`src/rtl/order_message_parser.sv`:
```
// order_message_parser
// Parses framed order messages arriving one word per transfer on a
// valid/ready stream. Each message is a header word (length, opcode, stock),
// an order-ID word, a price/quantity word and optional padding. A good message
// is presented on a held valid/ready output until it is accepted. Malformed
// framing raises a one-cycle error pulse, and any unread words of the bad
// message are discarded.
//
// Ports
//   clk_in, reset_n_in   clock (rising edge), asynchronous active-low reset
//   enable_in            allows a new header to be accepted while idle
//   data_in/_valid_in/_last_in, data_ready_out   input word stream
//   msg_valid_out, msg_ready_in                  decoded message handshake
//   operation_out, stock_symbol_out, order_id_out, price_out, quantity_out
//   err_valid_out, err_code_out   01 bad length, 10 truncated, 11 overrun
//   msg_count_out, err_count_out  saturating statistics counters
module order_message_parser #(
   parameter int unsigned DATA_WIDTH  = 32,
   parameter int unsigned PRICE_WIDTH = 16,
   parameter int unsigned QUANT_WIDTH = 8,
   parameter int unsigned ID_WIDTH    = 16,
   parameter int unsigned STOCK_WIDTH = 8,
   parameter int unsigned MAX_WORDS   = 16,
   parameter int unsigned CNT_WIDTH   = 16
) (
   input  logic                   clk_in,
   input  logic                   reset_n_in,
   input  logic                   enable_in,
   input  logic [DATA_WIDTH-1:0]  data_in,
   input  logic                   data_valid_in,
   input  logic                   data_last_in,
   output logic                   data_ready_out,
   output logic                   msg_valid_out,
   input  logic                   msg_ready_in,
   output logic [2:0]             operation_out,
   output logic [STOCK_WIDTH-1:0] stock_symbol_out,
   output logic [ID_WIDTH-1:0]    order_id_out,
   output logic [PRICE_WIDTH-1:0] price_out,
   output logic [QUANT_WIDTH-1:0] quantity_out,
   output logic                   err_valid_out,
   output logic [1:0]             err_code_out,
   output logic [CNT_WIDTH-1:0]   msg_count_out,
   output logic [CNT_WIDTH-1:0]   err_count_out
);

   localparam logic [7:0] LP_MIN_LEN = 8'd3;
   localparam logic [7:0] LP_MAX_LEN = 8'(MAX_WORDS);

   localparam logic [1:0] LP_ERR_LEN   = 2'b01;
   localparam logic [1:0] LP_ERR_TRUNC = 2'b10;
   localparam logic [1:0] LP_ERR_OVER  = 2'b11;

   typedef enum logic [1:0] {
      S_IDLE  = 2'd0,
      S_BODY  = 2'd1,
      S_DRAIN = 2'd2,
      S_HOLD  = 2'd3
   } state_t;

   state_t r_state;
   state_t w_state_nxt;

   logic [7:0]             r_remain;
   logic [7:0]             r_widx;
   logic [2:0]             r_op_sh;
   logic [STOCK_WIDTH-1:0] r_stock_sh;
   logic [ID_WIDTH-1:0]    r_id_sh;
   logic [PRICE_WIDTH-1:0] r_price_sh;
   logic [QUANT_WIDTH-1:0] r_qty_sh;

   logic [2:0]             r_op;
   logic [STOCK_WIDTH-1:0] r_stock;
   logic [ID_WIDTH-1:0]    r_id;
   logic [PRICE_WIDTH-1:0] r_price;
   logic [QUANT_WIDTH-1:0] r_qty;
   logic                   r_err_valid;
   logic [1:0]             r_err_code;
   logic [CNT_WIDTH-1:0]   r_msg_cnt;
   logic [CNT_WIDTH-1:0]   r_err_cnt;

   logic       w_ready;
   logic       w_xfer;
   logic [7:0] w_len;
   logic       w_len_ok;
   logic       w_err_set;
   logic [1:0] w_err_code;
   logic       w_hdr_load;
   logic       w_body_step;
   logic       w_out_load;
   logic       w_unused;

   // Header field decode and word-transfer qualifier.
   assign w_len    = data_in[7:0];
   assign w_len_ok = (w_len >= LP_MIN_LEN) && (w_len <= LP_MAX_LEN);
   assign w_xfer   = data_valid_in & data_ready_out;
   assign w_unused = ^data_in;

   // Ready is decoded from state; it is forced low while reset is held.
   always_comb begin
      w_ready = 1'b0;
      case (r_state)
         S_IDLE:  w_ready = enable_in;
         S_BODY:  w_ready = 1'b1;
         S_DRAIN: w_ready = 1'b1;
         S_HOLD:  w_ready = 1'b0;
         default: w_ready = 1'b0;
      endcase
   end

   assign data_ready_out = reset_n_in & w_ready;

   // State register.
   always_ff @(posedge clk_in or negedge reset_n_in) begin
      if (!reset_n_in) r_state <= S_IDLE;
      else             r_state <= w_state_nxt;
   end

   // Next-state and per-transfer control decode.
   always_comb begin
      w_state_nxt = r_state;
      w_err_set   = 1'b0;
      w_err_code  = 2'b00;
      w_hdr_load  = 1'b0;
      w_body_step = 1'b0;
      w_out_load  = 1'b0;
      case (r_state)
         S_IDLE: begin
            if (w_xfer) begin
               if (!w_len_ok) begin
                  w_err_set   = 1'b1;
                  w_err_code  = LP_ERR_LEN;
                  w_state_nxt = data_last_in ? S_IDLE : S_DRAIN;
               end else if (data_last_in) begin
                  w_err_set  = 1'b1;
                  w_err_code = LP_ERR_TRUNC;
               end else begin
                  w_hdr_load  = 1'b1;
                  w_state_nxt = S_BODY;
               end
            end
         end
         S_BODY: begin
            if (w_xfer) begin
               if (r_remain == 8'd1) begin
                  if (data_last_in) begin
                     w_out_load  = 1'b1;
                     w_state_nxt = S_HOLD;
                  end else begin
                     w_err_set   = 1'b1;
                     w_err_code  = LP_ERR_OVER;
                     w_state_nxt = S_DRAIN;
                  end
               end else if (data_last_in) begin
                  w_err_set   = 1'b1;
                  w_err_code  = LP_ERR_TRUNC;
                  w_state_nxt = S_IDLE;
               end else begin
                  w_body_step = 1'b1;
               end
            end
         end
         S_DRAIN: begin
            if (w_xfer && data_last_in) w_state_nxt = S_IDLE;
         end
         S_HOLD: begin
            if (msg_ready_in) w_state_nxt = S_IDLE;
         end
         default: w_state_nxt = S_IDLE;
      endcase
   end

   // Working registers: word position, remaining count and shadow fields.
   // Fields collect here so a message that later fails leaves the outputs alone.
   always_ff @(posedge clk_in or negedge reset_n_in) begin
      if (!reset_n_in) begin
         r_remain   <= 8'd0;
         r_widx     <= 8'd0;
         r_op_sh    <= 3'd0;
         r_stock_sh <= '0;
         r_id_sh    <= '0;
         r_price_sh <= '0;
         r_qty_sh   <= '0;
      end else begin
         if (w_hdr_load) begin
            r_remain   <= 8'(w_len - 8'd1);
            r_widx     <= 8'd1;
            r_op_sh    <= data_in[10:8];
            r_stock_sh <= data_in[16 +: STOCK_WIDTH];
         end else if (w_body_step) begin
            r_remain <= r_remain - 8'd1;
            r_widx   <= r_widx + 8'd1;
         end
         if ((r_state == S_BODY) && w_xfer) begin
            if (r_widx == 8'd1) r_id_sh <= data_in[ID_WIDTH-1:0];
            if (r_widx == 8'd2) begin
               r_price_sh <= data_in[PRICE_WIDTH-1:0];
               r_qty_sh   <= data_in[DATA_WIDTH-1 -: QUANT_WIDTH];
            end
         end
      end
   end

   // Output fields load only on a good final word; a three-word message
   // ends on the price word, so that word bypasses the shadow.
   always_ff @(posedge clk_in or negedge reset_n_in) begin
      if (!reset_n_in) begin
         r_op    <= 3'd0;
         r_stock <= '0;
         r_id    <= '0;
         r_price <= '0;
         r_qty   <= '0;
      end else if (w_out_load) begin
         r_op    <= r_op_sh;
         r_stock <= r_stock_sh;
         r_id    <= r_id_sh;
         if (r_widx == 8'd2) begin
            r_price <= data_in[PRICE_WIDTH-1:0];
            r_qty   <= data_in[DATA_WIDTH-1 -: QUANT_WIDTH];
         end else begin
            r_price <= r_price_sh;
            r_qty   <= r_qty_sh;
         end
      end
   end

   // Error pulse and saturating statistics counters.
   always_ff @(posedge clk_in or negedge reset_n_in) begin
      if (!reset_n_in) begin
         r_err_valid <= 1'b0;
         r_err_code  <= 2'b00;
         r_msg_cnt   <= '0;
         r_err_cnt   <= '0;
      end else begin
         r_err_valid <= w_err_set;
         r_err_code  <= w_err_code;
         if (w_err_set && (r_err_cnt != '1)) r_err_cnt <= r_err_cnt + CNT_WIDTH'(1);
         if ((r_state == S_HOLD) && msg_ready_in && (r_msg_cnt != '1))
            r_msg_cnt <= r_msg_cnt + CNT_WIDTH'(1);
      end
   end

   assign msg_valid_out    = (r_state == S_HOLD);
   assign operation_out    = r_op;
   assign stock_symbol_out = r_stock;
   assign order_id_out     = r_id;
   assign price_out        = r_price;
   assign quantity_out     = r_qty;
   assign err_valid_out    = r_err_valid;
   assign err_code_out     = r_err_code;
   assign msg_count_out    = r_msg_cnt;
   assign err_count_out    = r_err_cnt;

endmodule

```
`config.mk`:
```
export PLATFORM = sky130hd
export DESIGN_NAME = order_message_parser
export DESIGN_NICKNAME = d
export VERILOG_FILES = /design/src/rtl/order_message_parser.sv
export SDC_FILE = /design/constraint.sdc
export NUM_CORES = 1
export LEC_CHECK = 0
export CAP_MARGIN = 20
export CORE_MARGIN = 8
export CORE_UTILIZATION = 48
export CTS_CLUSTER_SIZE = 30
export DETAILED_ROUTE_END_ITERATION = 6
export PLACE_DENSITY = 0.8
export SETUP_SLACK_MARGIN = 0.05
export SLEW_MARGIN = 20
export SYNTH_ARGS = -nofsm -noshare
export SYNTH_HDL_FRONTEND = slang
export SYNTH_SLANG_ARGS = --single-unit
```
`constraint.sdc`:
```
create_clock -name clk_in -period 2.7 [get_ports clk_in]
set_clock_uncertainty 0.2 [all_clocks]
set_input_delay 0.54 -clock clk_in [delete_from_list [all_inputs] [get_ports clk_in]]
set_output_delay 0.54 -clock clk_in [all_outputs]
set_load 0.05 [all_outputs]
```
==> flow_metrics.py, run 1 <==
metrics = {
    "synth": {
        "syn_area_per_cell_um2": 11.4,
        "ys_async_sr_fraction": 1.00,
        "synth_top_area_share": 0.557,
        "synth.distinct_cells": 47,
        "seq_area_frac_synth": 0.557,
        "synth.net_count": 664,
        "yosys_warnings": 0,
        "synthCells": 609,
        "synth_area_leaders": "dfrtp_1 56%, mux2_1 7.0%, nand2_1 4.9%, mux2_2 4.4%, mux2i_1 3.5%",
        "yosys_most_used_dff": "dfrtp_1",
        "ys_ff_latch": 155,
        "syn_area_um2": 6960,
        "synth_edf_count": 0,
        "synth.largest_area_cell": "dfrtp_1",
    },
    "floorplan": {
        "initial_core_util": 0.484,
        "die_h_um": 136,
        "die_x_um": 136,
        "rows": 44,
        "io_pins": 126,
        "die-area_um2": 18600,
        "coreArea_um2": 14400,
    },
    "power": {
        "leakage_nw": 4.74,
        "p_per_area_nw_per_um2": 892,
        "vdd_ir_drop_max_uv": 469,
    },
    "worst_setup_path": {
        "end_kind": "register",
        "critPathKind": "register to register",
        "critPathArrivalTime_ps": 3100,
        "rrSetupSlack_ps": -290,
        "critPathLaunch": "r_remain[3]",
        "worstSetupStartpointType": "register",
        "r2r_start": "r_remain[3]",
        "critPathRequiredTime_ps": 2800,
        "worstPathMaxFanout": 3,
    },
    "clocking": {
        "cts_tree": "yes",
        "clockBufferDepth": 2,
        "htree_levels": 4,
        "cts.clk_slew.worst_paths_ps": 60,
        "clock_latency_ps": 420,
        "cts_buffers": 17,
        "clock-root-buffer": "clkbuf_16",
        "cts.sinks": 155,
    },
    "sta": {
        "fmax_mhz": 334,
        "setup_viol": 72,
        "slew_headroom": 0.558,
        "hold_viol": 0,
        "drv_slew": 0,
        "fin_crit_sh": 1.11,
        "layout_min_cycle_time_ps": 2990,
        "worst_slew_pin_slew_ps": 663,
        "fin_ws_ps": -292,
        "rsz0062_at_grt": "true",
    },
    "cells_and_area": {
        "drive_gt1_frac": 0.219,
        "syn2layout_area_growth_pct": 42.6,
        "fin_nets": 855,
        "final_cell_mix": "154 x dfrtp_1, 122 x clkdlybuf4s50_1, 86 x nand2_1, 50 x buf_4, 43 x mux2_1",
        "fin_area_um2": 9920,
        "final_common_cell": "dfrtp_1",
        "num_antenna_cells": 0,
        "final_util": 0.691,
    },
    "placement": {
        "portBuffers": 125,
        "dp_hpwl_mm": 11.7,
        "postPlaceCellArea_um2": 8800,
        "globalplace.congestion": 0.868,
    },
    "grt": {
        "grt_pass1_vias": 5508,
        "grt_pass1_wl_mm": 27.7,
        "antenna_found_initial": 0,
        "gr-total-overflow": 0,
        "grt_max_degree": 126,
        "grtUsageTotal": 0.188,
    },
    "route": {
        "drt-met1-wl_mm": 7.18,
        "drt_iter0_drc": 257,
        "route.vias.total": 5347,
        "drtPass1Iterations": 4,
        "wirelength_mm": 17.7,
        "wl_met3_mm": 1.20,
        "top_layer": "met4",
        "vias_per_cell": 5.36,
        "drc": 0,
        "routed-wl-met2_mm": 8.95,
        "wire_per_inst_um": 17.7,
        "ant_nets": 0,
    },
    "worst_hold_path": {
        "hp-start": "r_stock_sh[2]",
        "hp-class": "register to register",
    },
    "run_status": {
        "status": "complete, but fails checks",
        "violations": "negative setup slack",
    },
    "job": {
        "drv_cap": 0,
    },
}
==> flip-flops by register name, summed over array words and instances, names as in the netlist <==
signal,count
order_id_out,16
r_id_sh,16
operation_out,3
err_valid_out,1
price_out,16
stock_symbol_out,8
r_state,2
r_price_sh,16
r_widx,8
r_qty_sh,8
err_count_out,16
msg_count_out,16
r_stock_sh,8
r_remain,8
quantity_out,8
r_op_sh,3
err_code_out,2
==> metrics by stage <==
| stage | setup slack [ps] | instances | total power (W) | TNS, ps | hold slack [ps] |
|---|---|---|---|---|---|
| 2_1_floorplan | -206 | 609 | 0.00483 | -1400 | 44.4 |
| 3_3_place_gp | -211 | 939 | 0.00574 | -8420 | 242 |
| 3_5_place_dp | -293 | 939 | 0.00585 | -12130 | 248 |
| 4_1_cts | -203 | 988 | 0.00857 | -4800 | 263 |
| 6_report | -292 | 997 | 0.00885 | -13490 | 257 |
| 5_1_grt | -379 | 997 | 0.00924 | -17570 | 296 |
==> per-layer routing <==
layer | vias up | global-route usage
li1 | 2471 | -
met1 | 2663 | 0.227
met2 | 183 | 0.310
met3 | 30 | 0.0540
met5 | - | 0
met4 | 0 | 0.0811
==> path summary, 6_finish.rpt <==
check,endpoint,depth (start not counted)
max,err_count_out[8],9
min,r_stock_sh[2],2
max reg2reg,err_count_out[8],9
min reg2reg,r_stock_sh[2],2
max in group asynchronous,price_out[15],3
min in group asynchronous,r_state[1],3
==> cells in the mapped netlist, drive strengths merged, types with 4 or more instances <==
master,instances
a21oi,16
nor4,4
ha,17
xnor2,26
buf,16
or3,4
nand3,15
nand4,17
nand2,92
dfrtp,155
o21ai,28
and3,7
and2,4
inv,15
mux2i,24
nor3,15
mux2,70
clkbuf,8
xor2,17
nor2,35
==> area by class of cell <==
cell class | count | area (um2)
clock buffers | 17 | 425
clock inverters | 15 | 210
fillers | 982 | 4440
inverters | 15 | 56.3
multi-input cells | 415 | 3130
flip-flops and latches | 155 | 3880
well taps | 184 | 230
repair buffers | 196 | 1990
==> what timing repair did <==
action	4_1_cts	5_1_grt
gates resized for setup	18	39
hold endpoints to repair	30	0
endpoints found under the setup margin	70	95
buffers inserted	13	9
pin swaps	9	23
cloned	3	0
hold buffers	1	0
==> where the power goes <==
part / switching, W / total [W] / internal [W]
logic: 0.00173 / 0.00318 / 0.00146
registers: 0.000315 / 0.00309 / 0.00278
clock network: 0.00101 / 0.00258 / 0.00157
==> cell families after synthesis <==
logic type,count (synthesis),synth area share
simple gates,207,0.141
flops,155,0.557
mux,94,0.148
compound gates,54,0.0435
xor+xnor,43,0.0541
buf+inv,39,0.0255
fa+ha+maj,17,0.0306
==> worst max-delay path, cell delays in order, from the launching register on <==
cell	delay [ps]
dfrtp_1	390
or4_4	540
or4b_4	520
ha_4	310
mux2i_4	70
nor3_2	140
buf_4	150
nand3_4	80
or3_1	340
xnor2_1	130
Power figures use the tool's default switching activity.
==> inputs of run 2 (changes only) <==
--- a/config.mk
+++ b/config.mk
@@ -10,6 +10,7 @@
 export CORE_UTILIZATION = 48
 export CTS_CLUSTER_SIZE = 30
 export DETAILED_ROUTE_END_ITERATION = 6
+export HOLD_SLACK_MARGIN = 0.1
 export PLACE_DENSITY = 0.8
 export SETUP_SLACK_MARGIN = 0.05
 export SLEW_MARGIN = 20
==> results of run 2 <==
The final DEF is identical to that of run 1; final timing and power are the same.
